<file path="config.mk">
export PLATFORM = sky130hd
export DESIGN_NAME = ycr_dst_idle_gen
export DESIGN_NICKNAME = d
export VERILOG_FILES = /design/src/rtl/ycr_dst_idle_gen.sv
export SDC_FILE = /design/constraint.sdc
export NUM_CORES = 1
export LEC_CHECK = 0
export CAP_MARGIN = 20
export CORE_MARGIN = 5
export CORE_UTILIZATION = 48
export DETAILED_ROUTE_END_ITERATION = 12
export PLACE_DENSITY = 0.77
export SLEW_MARGIN = 20
export SYNTH_ARGS = -nofsm -noshare
export SYNTH_HDL_FRONTEND = slang
export SYNTH_SLANG_ARGS = --single-unit
</file>
<file path="constraint.sdc">
create_clock -name clk_in -period 3 [get_ports clk_in]
set_input_delay 0.6 -clock clk_in [delete_from_list [all_inputs] [get_ports clk_in]]
set_output_delay 0.6 -clock clk_in [all_outputs]
set_load 0.05 [all_outputs]
</file>
<file path="src/rtl/ycr_dst_idle_gen.sv">
// ycr_dst_idle_gen: destination-domain idle generator.
// Counts outstanding request/response transactions, watches local busy and
// the synchronised source wake request, and raises a registered dst_idle
// level only after a programmable quiet window. Any activity drops it on the
// next edge. dst_idle comes straight from a flop so the source-side
// synchroniser never sees a combinational glitch.
module ycr_dst_idle_gen #(
  parameter int OCNT_W = 4
) (
  input  logic              clk_in,
  input  logic              reset_n,
  input  logic              cfg_enb,
  input  logic [3:0]        cfg_idle_cnt,
  input  logic              src_req,
  input  logic              busy_in,
  input  logic              req_valid,
  input  logic              req_ready,
  input  logic              resp_valid,
  input  logic              resp_ready,
  output logic              dst_idle,
  output logic [OCNT_W-1:0] ocnt,
  output logic              ocnt_full,
  output logic              err_ovf,
  output logic              err_unf
);

  localparam logic [OCNT_W-1:0] OCNT_MAX = '1;
  localparam logic [OCNT_W-1:0] OCNT_ONE = OCNT_W'(1);
  localparam logic [3:0]        HCNT_ONE = 4'd1;

  typedef enum logic [1:0] {
    ST_ACTIVE = 2'd0,
    ST_DRAIN  = 2'd1,
    ST_IDLE   = 2'd2
  } state_t;

  state_t     state_q, state_d;
  logic [3:0] hcnt_q, hcnt_d;
  logic       idle_d;
  logic [1:0] src_req_sync;
  logic       src_req_ss;
  logic       req_fire, resp_fire;
  logic       ocnt_zero;
  logic       activity, quiet;

  assign req_fire   = req_valid & req_ready;
  assign resp_fire  = resp_valid & resp_ready;
  assign ocnt_zero  = (ocnt == '0);
  assign ocnt_full  = (ocnt == OCNT_MAX);
  assign src_req_ss = src_req_sync[1];

  // Activity uses the count before this edge's update, so the last response
  // cycle itself still counts as busy.
  assign activity = req_valid | resp_valid | busy_in | src_req_ss | ~ocnt_zero;
  assign quiet    = ~activity;

  // Two-flop synchroniser for the asynchronous wake request.
  always_ff @(posedge clk_in or negedge reset_n) begin
    if (!reset_n) src_req_sync <= 2'b00;
    else          src_req_sync <= {src_req_sync[0], src_req};
  end

  // Outstanding counter; saturates at both ends and latches sticky errors.
  always_ff @(posedge clk_in or negedge reset_n) begin
    if (!reset_n) begin
      ocnt    <= '0;
      err_ovf <= 1'b0;
      err_unf <= 1'b0;
    end else if (req_fire && !resp_fire) begin
      if (ocnt_full) err_ovf <= 1'b1;
      else           ocnt    <= ocnt + OCNT_ONE;
    end else if (resp_fire && !req_fire) begin
      if (ocnt_zero) err_unf <= 1'b1;
      else           ocnt    <= ocnt - OCNT_ONE;
    end
  end

  // State, hold-off counter and the idle flop.
  always_ff @(posedge clk_in or negedge reset_n) begin
    if (!reset_n) begin
      state_q  <= ST_ACTIVE;
      hcnt_q   <= 4'd0;
      dst_idle <= 1'b0;
    end else begin
      state_q  <= state_d;
      hcnt_q   <= hcnt_d;
      dst_idle <= idle_d;
    end
  end

  // Next-state: quiet window loaded on DRAIN entry, activity always wins.
  always_comb begin
    state_d = state_q;
    hcnt_d  = hcnt_q;
    idle_d  = dst_idle;
    if (!cfg_enb) begin
      state_d = ST_ACTIVE;
      idle_d  = 1'b0;
    end else begin
      case (state_q)
        ST_ACTIVE: begin
          idle_d = 1'b0;
          if (quiet) begin
            state_d = ST_DRAIN;
            hcnt_d  = cfg_idle_cnt;
          end
        end
        ST_DRAIN: begin
          idle_d = 1'b0;
          if (activity) begin
            state_d = ST_ACTIVE;
          end else if (hcnt_q == 4'd0) begin
            state_d = ST_IDLE;
            idle_d  = 1'b1;
          end else begin
            hcnt_d = hcnt_q - HCNT_ONE;
          end
        end
        ST_IDLE: begin
          if (activity) begin
            state_d = ST_ACTIVE;
            idle_d  = 1'b0;
          end else begin
            idle_d = 1'b1;
          end
        end
        default: begin
          state_d = ST_ACTIVE;
          idle_d  = 1'b0;
        end
      endcase
    end
  end

endmodule

</file>
==> results of run 1 <==
[cell type report]
| class | instances | area share |
|---|---|---|
| clock buffer | 4 | 0.0226 |
| sequential | 15 | 0.323 |
| tap | 25 | 0.0269 |
| timing repair buffer | 20 | 0.172 |
| multi-input combinational | 64 | 0.430 |
| inverter | 8 | 0.0258 |
[routing by layer]
| metal | global-route usage | wire (um) | up-vias |
|---|---|---|---|
| met3 | 0.0360 | 74 | 4 |
| met1 | 0.189 | 867 | 332 |
| met2 | 0.235 | 820 | 14 |
| li1 | - | - | 357 |
| met5 | 0 | 0 | - |
| met4 | 0.0766 | 44 | 0 |
[through the flow]
step / utilization / hold slack (ps) / setup slack, ps / std cells
finish: 0.660 / 354 / 467 / 136
global route: 0.660 / 361 / 397 / 136
CTS: 0.660 / 358 / 445 / 136
detailed placement: 0.645 / 336 / 155 / 132
global placement: 0.645 / 335 / 205 / 132
floorplan: - / 304 / 601 / 89
[state kept, by name, summed over array words and instances (netlist names)]
name,count
dst_idle,1
err_ovf,1
hcnt_q,4
src_req_sync,2
state_q,2
ocnt,4
err_unf,1
[worst paths after layout]
kind / start / endpoint / slack (ps) / cells after the start
setup / recovery: req_valid / hcnt_q[3] / 470 / 5
hold / removal: src_req_sync[0] / src_req_sync[1] / 350 / 0
setup reg to reg: ocnt[0] / hcnt_q[3] / 710 / 4
hold reg to reg: src_req_sync[0] / src_req_sync[1] / 350 / 0
max in group asynchronous: reset_n / hcnt_q[1] / 1890 / 1
min in group asynchronous: reset_n / dst_idle / 700 / 1
[logic make-up (layout without fill, tap and decap cells)]
family | Yosys count | after routing | synth area share
multiplexers | 8 | 8 | 0.0903
AND/OR/NAND/NOR | 29 | 29 | 0.193
AO/OA/AOI/OAI | 15 | 15 | 0.104
XOR/XNOR | 3 | 3 | 0.0287
buffers and inverters | 10 | 32 | 0.0424
adder cells (fa/ha/maj) | 9 | 9 | 0.131
flip-flops | 15 | 15 | 0.410
[cell usage in the layout (no fill, tap or decap), types with 2 or more instances in the layout]
cell type / n
a21o_1: 2
a21oi_1: 3
clkbuf_4: 3
clkdlybuf4s50_1: 20
dfrtp_1: 15
ha_1: 8
inv_1: 8
mux2_2: 2
mux2i_1: 6
nand2_1: 6
nand3_1: 2
nor2_1: 5
nor2b_1: 3
nor3b_1: 2
o21ai_0: 4
o22ai_1: 2
or3_1: 2
xor2_1: 2
[power by group]
part	internal, mW	switching, mW	leakage (nW)
Combinational	0.196	0.273	0.325
Sequential	0.264	0.0681	0.182
Clock	0.0518	0.0695	0.0150
==> run_results.csv, run 1 <==
group,metric,value,unit
timing,rsz0062_at_grt,"no",
yosys,synth_area,915,sq um
timing,relSlewSlack,0.566,
timing,fin_crit,2530,ps
worst_setup_path,required,3230,ps
timing,slew_viol_final,0,
power,total_power,0.922,mW
worst_setup_path,cp.arrival,2770,ps
floorplanning,io_pins,21,
power,power.density,792,nW/um^2
routing,drtAntennaViolNets,0,
timing,setup_viol,0,
clock_tree,cts_root_buffer,"clkbuf_4",
yosys,synth_top_area_cell,"dfrtp_1",
yosys,synth_area_leaders,"dfrtp_1, ha_1, mux2i_1",
floorplanning,initial_core_util,0.518,
timing,tightest_slew,649,ps
clock_tree,clock_latency,290,ps
clock_tree,cts_buffers,3,
routing,drtIter0Drc,7,
finish,multi_input_area,500,sq um
clock_tree,cts_sinks,15,
worst_setup_path,start_kind,"primary input",
placed_design,placed_area,1140,sq um
worst_setup_path,slowest_delay,660,ps
clock_tree,ctsHoldBuffers,0,
timing,skew,2.13,ps
clock_tree,cts_resized,0,
yosys,yosys.cell_types.count,33,
yosys,ys.flop_type,"dfrtp_1",
clock_tree,clkSlewWorstSetupHoldPaths,90,ps
placed_design,dp_hpwl,1400,um
routing,post_drt_wl_per_cell,13.3,um
yosys,ys_warn_count,0,
timing,setup-tns-final,0,ps
floorplanning,die_h,53.7,um
routing,drtPass1Iterations,4,
worst_setup_path,critPathKind,"primary input to flip-flop",
floorplanning,core,1760,sq um
worst_setup_path,cp-end-kind,"flip-flop",
routing,vias,707,
global_routing,grt_pass1_wl,3100,um
yosys,avgSynthCellArea,10.3,sq um
finish,fin_area,1160,sq um
timing,finalCritPeriodShare,0.844,
yosys,synth_edf_count,0,
worst_setup_path,path_cells,"clkdlybuf4s50_1, or4_1, or4b_1, or3b_1, nand3_1",
finish,syn_to_final_growth,27.2,%
job,cap_viol_max_count,0,
placed_design,io_buffers,20,
clock_tree,ctsLongestPathBuffers,2,
clock_tree,cts_tree,"yes",
clock_tree,post_cts_buffers,0,
yosys,ys_async_sr_fraction,1.00,
routing,wirelength,1810,um
routing,drc,0,
yosys,yosysSeqAreaShare,0.410,
yosys,ys_seq_elements,15,
global_routing,grt_pass1_vias,713,
floorplanning,die-area,2880,sq um
timing,finalHoldViolations,0,
global_routing,grt_overflow,0,
global_routing,grtUsageTotal,0.149,
clock_tree,htree_levels,1,
floorplanning,rows,15,
worst_setup_path,worst-path-buf-inv,1,
yosys,yosysMostFrequentCell,"dfrtp_1",
yosys,syn_nets,111,
placed_design,gp_congestion,0.786,
finish,antenna_cells,0,
worst_setup_path,cp_max_fo,6,
yosys,synth_common_cells,"dfrtp_1, ha_1, inv_1, mux2i_1, nand2_1",
finish,fillers,169,
finish,nNetsFinal,134,
yosys,synth_cells,89,
global_routing,grt_max_degree,16,
finish,seqCellArea,375,sq um
power,max-vdd-ir-drop,0.602,mV
hold_path,hp-class,"flip-flop to flip-flop",
outcome,status,"finished clean",
finish,drive_above_1_share,0.0721,
yosys,yosysTopAreaCellShare,0.410,
worst_setup_path,crit_slowest_cell,"or4b_1",
routing,viasPerCell,5.20,
floorplanning,die_width,53.7,um
global_routing,antenna_found_initial,0,
timing,max_freq,395,MHz
power,leakage,0.522,nW
worst_setup_path,crit_family,"simple AND/OR/NAND/NOR gates",
No activity file was read; power rests on OpenSTA's default activity.
==> inputs of run 2 (changes only) <==
- CORE_UTILIZATION: 48 -> 44
- PLACE_DENSITY: 0.77 -> 0.74
- clock period: 3 -> 2.1 ns (I/O delays scaled with it)
==> run_results.csv, run 2 (synthesized netlist as in run 1, its figures left out) <==
group,metric,value,unit
outcome,status,"finished clean",
timing,max_freq,487,MHz
clock_tree,cts_root_buffer,"clkbuf_4",
floorplanning,io_pins,21,
worst_setup_path,path_cells,"clkdlybuf4s50_1, or4_4, or4b_4, or3b_1, nand3_1",
global_routing,grt_pass1_vias,790,
placed_design,dp_hpwl,1610,um
finish,final_cell_mix,"buf_4, clkdlybuf4s50_1, dfrtp_1",
routing,drtAntennaViolNets,0,
timing,skew,2.74,ps
global_routing,grtUsageTotal,0.142,
finish,post-route-util,0.682,
floorplanning,die-area,3090,sq um
finish,seqCellArea,379,sq um
global_routing,grt_max_degree,16,
worst_setup_path,start_kind,"primary input",
power,power.density,1070,nW/um^2
floorplanning,initial_core_util,0.466,
job,cap_viol_max_count,0,
timing,relSlewSlack,0.663,
finish,top_regs,"hcnt_q x4, ocnt x4",
timing,hold_slack,371,ps
worst_setup_path,cp_max_fo,3,
timing,finalHoldViolations,0,
floorplanning,die_h,55.6,um
worst_setup_path,cp.arrival,2280,ps
clock_tree,clkSlewWorstSetupHoldPaths,100,ps
finish,layout_commonest_cell,"buf_4",
power,total_power,1.43,mW
routing,wirelength_met1,948,um
timing,setup_viol,0,
routing,wirelength,2030,um
finish,fillers,175,
worst_setup_path,crit_family,"simple AND/OR/NAND/NOR gates",
global_routing,grt_pass1_wl,3550,um
clock_tree,ctsLongestPathBuffers,2,
timing,slew_viol_final,0,
finish,nNetsFinal,153,
placed_design,io_buffers,20,
global_routing,grt_overflow,0,
finish,multi_input_area,529,sq um
worst_setup_path,worst-path-buf-inv,1,
hold_path,hp-class,"flip-flop to flip-flop",
worst_setup_path,slowest_delay,540,ps
floorplanning,die_width,55.6,um
timing,setup_ws,46.4,ps
power,max-vdd-ir-drop,0.922,mV
power,leakage,0.618,nW
routing,vias,789,
routing,drtIter0Drc,5,
timing,rsz0062_at_grt,"yes",
placed_design,gp_congestion,0.769,
worst_setup_path,required,2330,ps
clock_tree,clock_latency,280,ps
routing,viasPerCell,5.03,
floorplanning,rows,16,
timing,setup-tns-final,0,ps
timing,fin_crit,2050,ps
worst_setup_path,cp-end-kind,"flip-flop",
worst_setup_path,crit_slowest_cell,"or4b_4",
routing,highest_layer,"met4",
floorplanning,core,1960,sq um
global_routing,antenna_found_initial,0,
finish,antenna_cells,0,
finish,drive_above_1_share,0.292,
placed_design,pre_cts_ws,-473,ps
routing,post_drt_wl_per_cell,12.9,um
worst_setup_path,critPathKind,"primary input to flip-flop",
finish,syn_to_final_growth,46.2,%
clock_tree,cts_sinks,15,
clock_tree,cts_tree,"yes",
clock_tree,htree_levels,1,
clock_tree,cts_buffers,3,
timing,tightest_slew,504,ps
routing,met3_length,78,um
routing,wl_met2,982,um
timing,finalCritPeriodShare,0.978,
clock_tree,ctsHoldBuffers,0,
routing,drc,0,
routing,drtPass1Iterations,2,
## run 2: changes by cell type in the layout (fill, tap and decap cells not counted), sizes merged
cell	change
buf	+20
clkdlybuf4s50	-3
dlygate4sd2	+2
clkbuf	-1
clkinv	+1
## run 2: layout make-up
class,instances,share of cell area
well taps,27,0.0253
repair buffers,39,0.253
inverters,8,0.0225
flip-flops and latches,15,0.283
multi-input cells,64,0.396
clock inverters,1,0.00374
clock buffers,3,0.0168
## run 2: worst register-to-register path, delay by kind of cell, from the launching register on
family | cells | cell delay (ps)
DFF | 1 | 410
and+or+nand+nor | 4 | 1560
## run 2: repair_timing
action / CTS / global route
buffers inserted: 1 / 0
resized for setup: 4 / 5
pin swaps: 4 / 2
setup endpoints to repair: 5 / 4
## run 2: metal layers
layer	vias up	GRT usage
met3	2	0.0418
met4	0	0.0313
met1	375	0.184
met5	-	0
li1	400	-
met2	12	0.233
## run 2: path summary, 6_finish.rpt
kind,start,to,slack [ps],depth (start not counted)
max in group asynchronous,reset_n,ocnt[3],1460,2
min in group asynchronous,reset_n,state_q[1],440,2
worst max register to register,ocnt[3],hcnt_q[3],70,4
worst min-delay path,src_req_sync[0],src_req_sync[1],370,0
worst max-delay path,resp_valid,hcnt_q[3],50,5
worst min register to register,src_req_sync[0],src_req_sync[1],370,0
## run 2: power breakdown
group,leakage [nW],switching [mW],total [mW],internal [mW]
logic,0.422,0.447,0.808,0.361
clock network,0.0177,0.0992,0.170,0.0707
registers,0.179,0.0709,0.453,0.382
total,0.618,0.617,1.43,0.814
## run 2: through the flow
stage	instances	area (sq um)
3_3_place_gp	152	1280
6_report	157	1340
5_1_grt	157	1340
4_1_cts	157	1320
2_1_floorplan	89	918
3_5_place_dp	152	1280
==> inputs of run 3 (changes only) <==
- SKIP_LAST_GASP: unset -> 1
==> run_results.csv, run 3 (synthesized netlist as in run 1, its figures left out) <==
group,metric,value,unit
worst_setup_path,start_kind,"primary input",
routing,drtIter0Drc,5,
floorplanning,die_width,55.6,um
power,power.density,1070,nW/um^2
timing,hold_slack,371,ps
timing,setup_ws,46.4,ps
power,p_sw_frac,0.431,
clock_tree,cts_sinks,15,
global_routing,grt_pass1_wl,3550,um
placed_design,dp.cells,152,
finish,nNetsFinal,153,
power,pwr-share-clk,0.119,
power,leakage,0.618,nW
finish,fin_cells,157,
finish,antenna_cells,0,
power,seqPwrFrac,0.316,
floorplanning,io_pins,21,
outcome,status,"finished clean",
clock_tree,htree_levels,1,
routing,drtAntennaViolNets,0,
finish,final_cell_mix,"buf_4, clkdlybuf4s50_1, dfrtp_1",
routing,drc,0,
finish,post-route-util,0.682,
worst_setup_path,critPathKind,"primary input to flip-flop",
power,intPower,0.814,mW
global_routing,antenna_found_initial,0,
worst_setup_path,cp_max_fo,3,
floorplanning,rows,16,
global_routing,grt_max_degree,16,
placed_design,pre_cts_ws,-473,ps
placed_design,dp_hpwl,1610,um
routing,post_drt_wl_per_cell,12.9,um
clock_tree,clkSlewWorstSetupHoldPaths,100,ps
routing,viasPerCell,5.03,
timing,max_freq,487,MHz
timing,setup-tns-final,0,ps
routing,wirelength,2030,um
finish,drive_above_1_share,0.292,
worst_setup_path,cp.arrival,2280,ps
clock_tree,cts_tree,"yes",
worst_setup_path,cp-end-kind,"flip-flop",
clock_tree,ctsLongestPathBuffers,2,
global_routing,grt_overflow,0,
power,max-vdd-ir-drop,0.922,mV
worst_setup_path,r2r_setup_slack,70,ps
clock_tree,cts_root_buffer,"clkbuf_4",
routing,vias,789,
timing,rsz0062_at_grt,"yes",
worst_setup_path,timing.rr.start,"ocnt[3]",
power,switchingPower,0.617,mW
placed_design,placed_area,1280,sq um
floorplanning,core,1960,sq um
clock_tree,cts_buffers,3,
floorplanning,die-area,3090,sq um
floorplanning,initial_core_util,0.466,
worst_setup_path,worstRegToRegCells,4,
timing,relSlewSlack,0.663,
timing,setup_viol,0,
hold_path,worstHoldEndpoint,"src_req_sync[1]",
worst_setup_path,required,2330,ps
placed_design,io_buffers,20,
placed_design,gp_congestion,0.769,
finish,layout_commonest_cell,"buf_4",
timing,finalCritPeriodShare,0.978,
finish,fin_area,1340,sq um
hold_path,hold_depth,0,
timing,skew,2.74,ps
timing,finalHoldViolations,0,
timing,fin_crit,2050,ps
global_routing,grtUsageTotal,0.142,
timing,slew_viol_final,0,
timing,tightest_slew,504,ps
floorplanning,die_h,55.6,um
job,cap_viol_max_count,0,
hold_path,hp-start,"src_req_sync[0]",
global_routing,grt_pass1_vias,790,
worst_setup_path,r2r-end,"hcnt_q[3]",
routing,drtPass1Iterations,2,
power,power_frac_comb,0.565,
finish,syn_to_final_growth,46.2,%
clock_tree,clock_latency,280,ps
hold_path,hp-class,"flip-flop to flip-flop",
finish,top_regs,"hcnt_q x4, ocnt x4",
power,total_power,1.43,mW
-- run 3: cell counts in the layout (fill, tap and decap cells not counted) --
Identical to the previous run, type by type.
-- run 3: worst max-delay path by stage --
stage                           from   endpoint  depth (start not counted)
after floorplan              ocnt[0]  hcnt_q[3]                          5
after detailed placement   req_valid  hcnt_q[3]                          5
after global placement     req_valid  hcnt_q[3]                          5
final                     resp_valid  hcnt_q[3]                          5
after CTS                 resp_valid  hcnt_q[3]                          5
after global routing       req_ready    ocnt[3]                         10
-- run 3: area by class of cell --
type	count	area, sq um
flip-flops and latches	15	379
clock buffers	3	22.5
clock inverters	1	5.00
repair buffers	39	338
fillers	175	624
multi-input cells	64	529
well taps	27	33.8
inverters	8	30.0
-- run 3: power groups by stage --
stage	logic [mW]	clock network, mW	registers [mW]
finish	0.808	0.170	0.453
global route	0.875	0.187	0.466
CTS	0.791	0.172	0.447
detailed placement	0.791	0	0.453
global placement	0.773	0	0.448
floorplan	0.257	0	0.675
-- run 3: routing by layer --
layer	share of wire	global-route usage	wire length, um
met5	0	0	0
met1	0.47	0.184	948
met2	0.48	0.233	982
met4	0.0094	0.0313	19
met3	0.038	0.0418	78
-- run 3: critical path, cell delays in order --
cell             delay [ps]
clkdlybuf4s50_1         430
or4_4                   430
or4b_4                  540
or3b_1                  370
nand3_1                  90
-- run 3: what timing repair did --
item | in CTS | in global routing
buffers inserted | 1 | 0
hold buffers | 0 | 0
cloned | 0 | 0
pin swaps | 4 | 2
resized for setup | 4 | 5
endpoints found under the hold margin | 0 | 0
endpoints found under the setup margin | 5 | 4
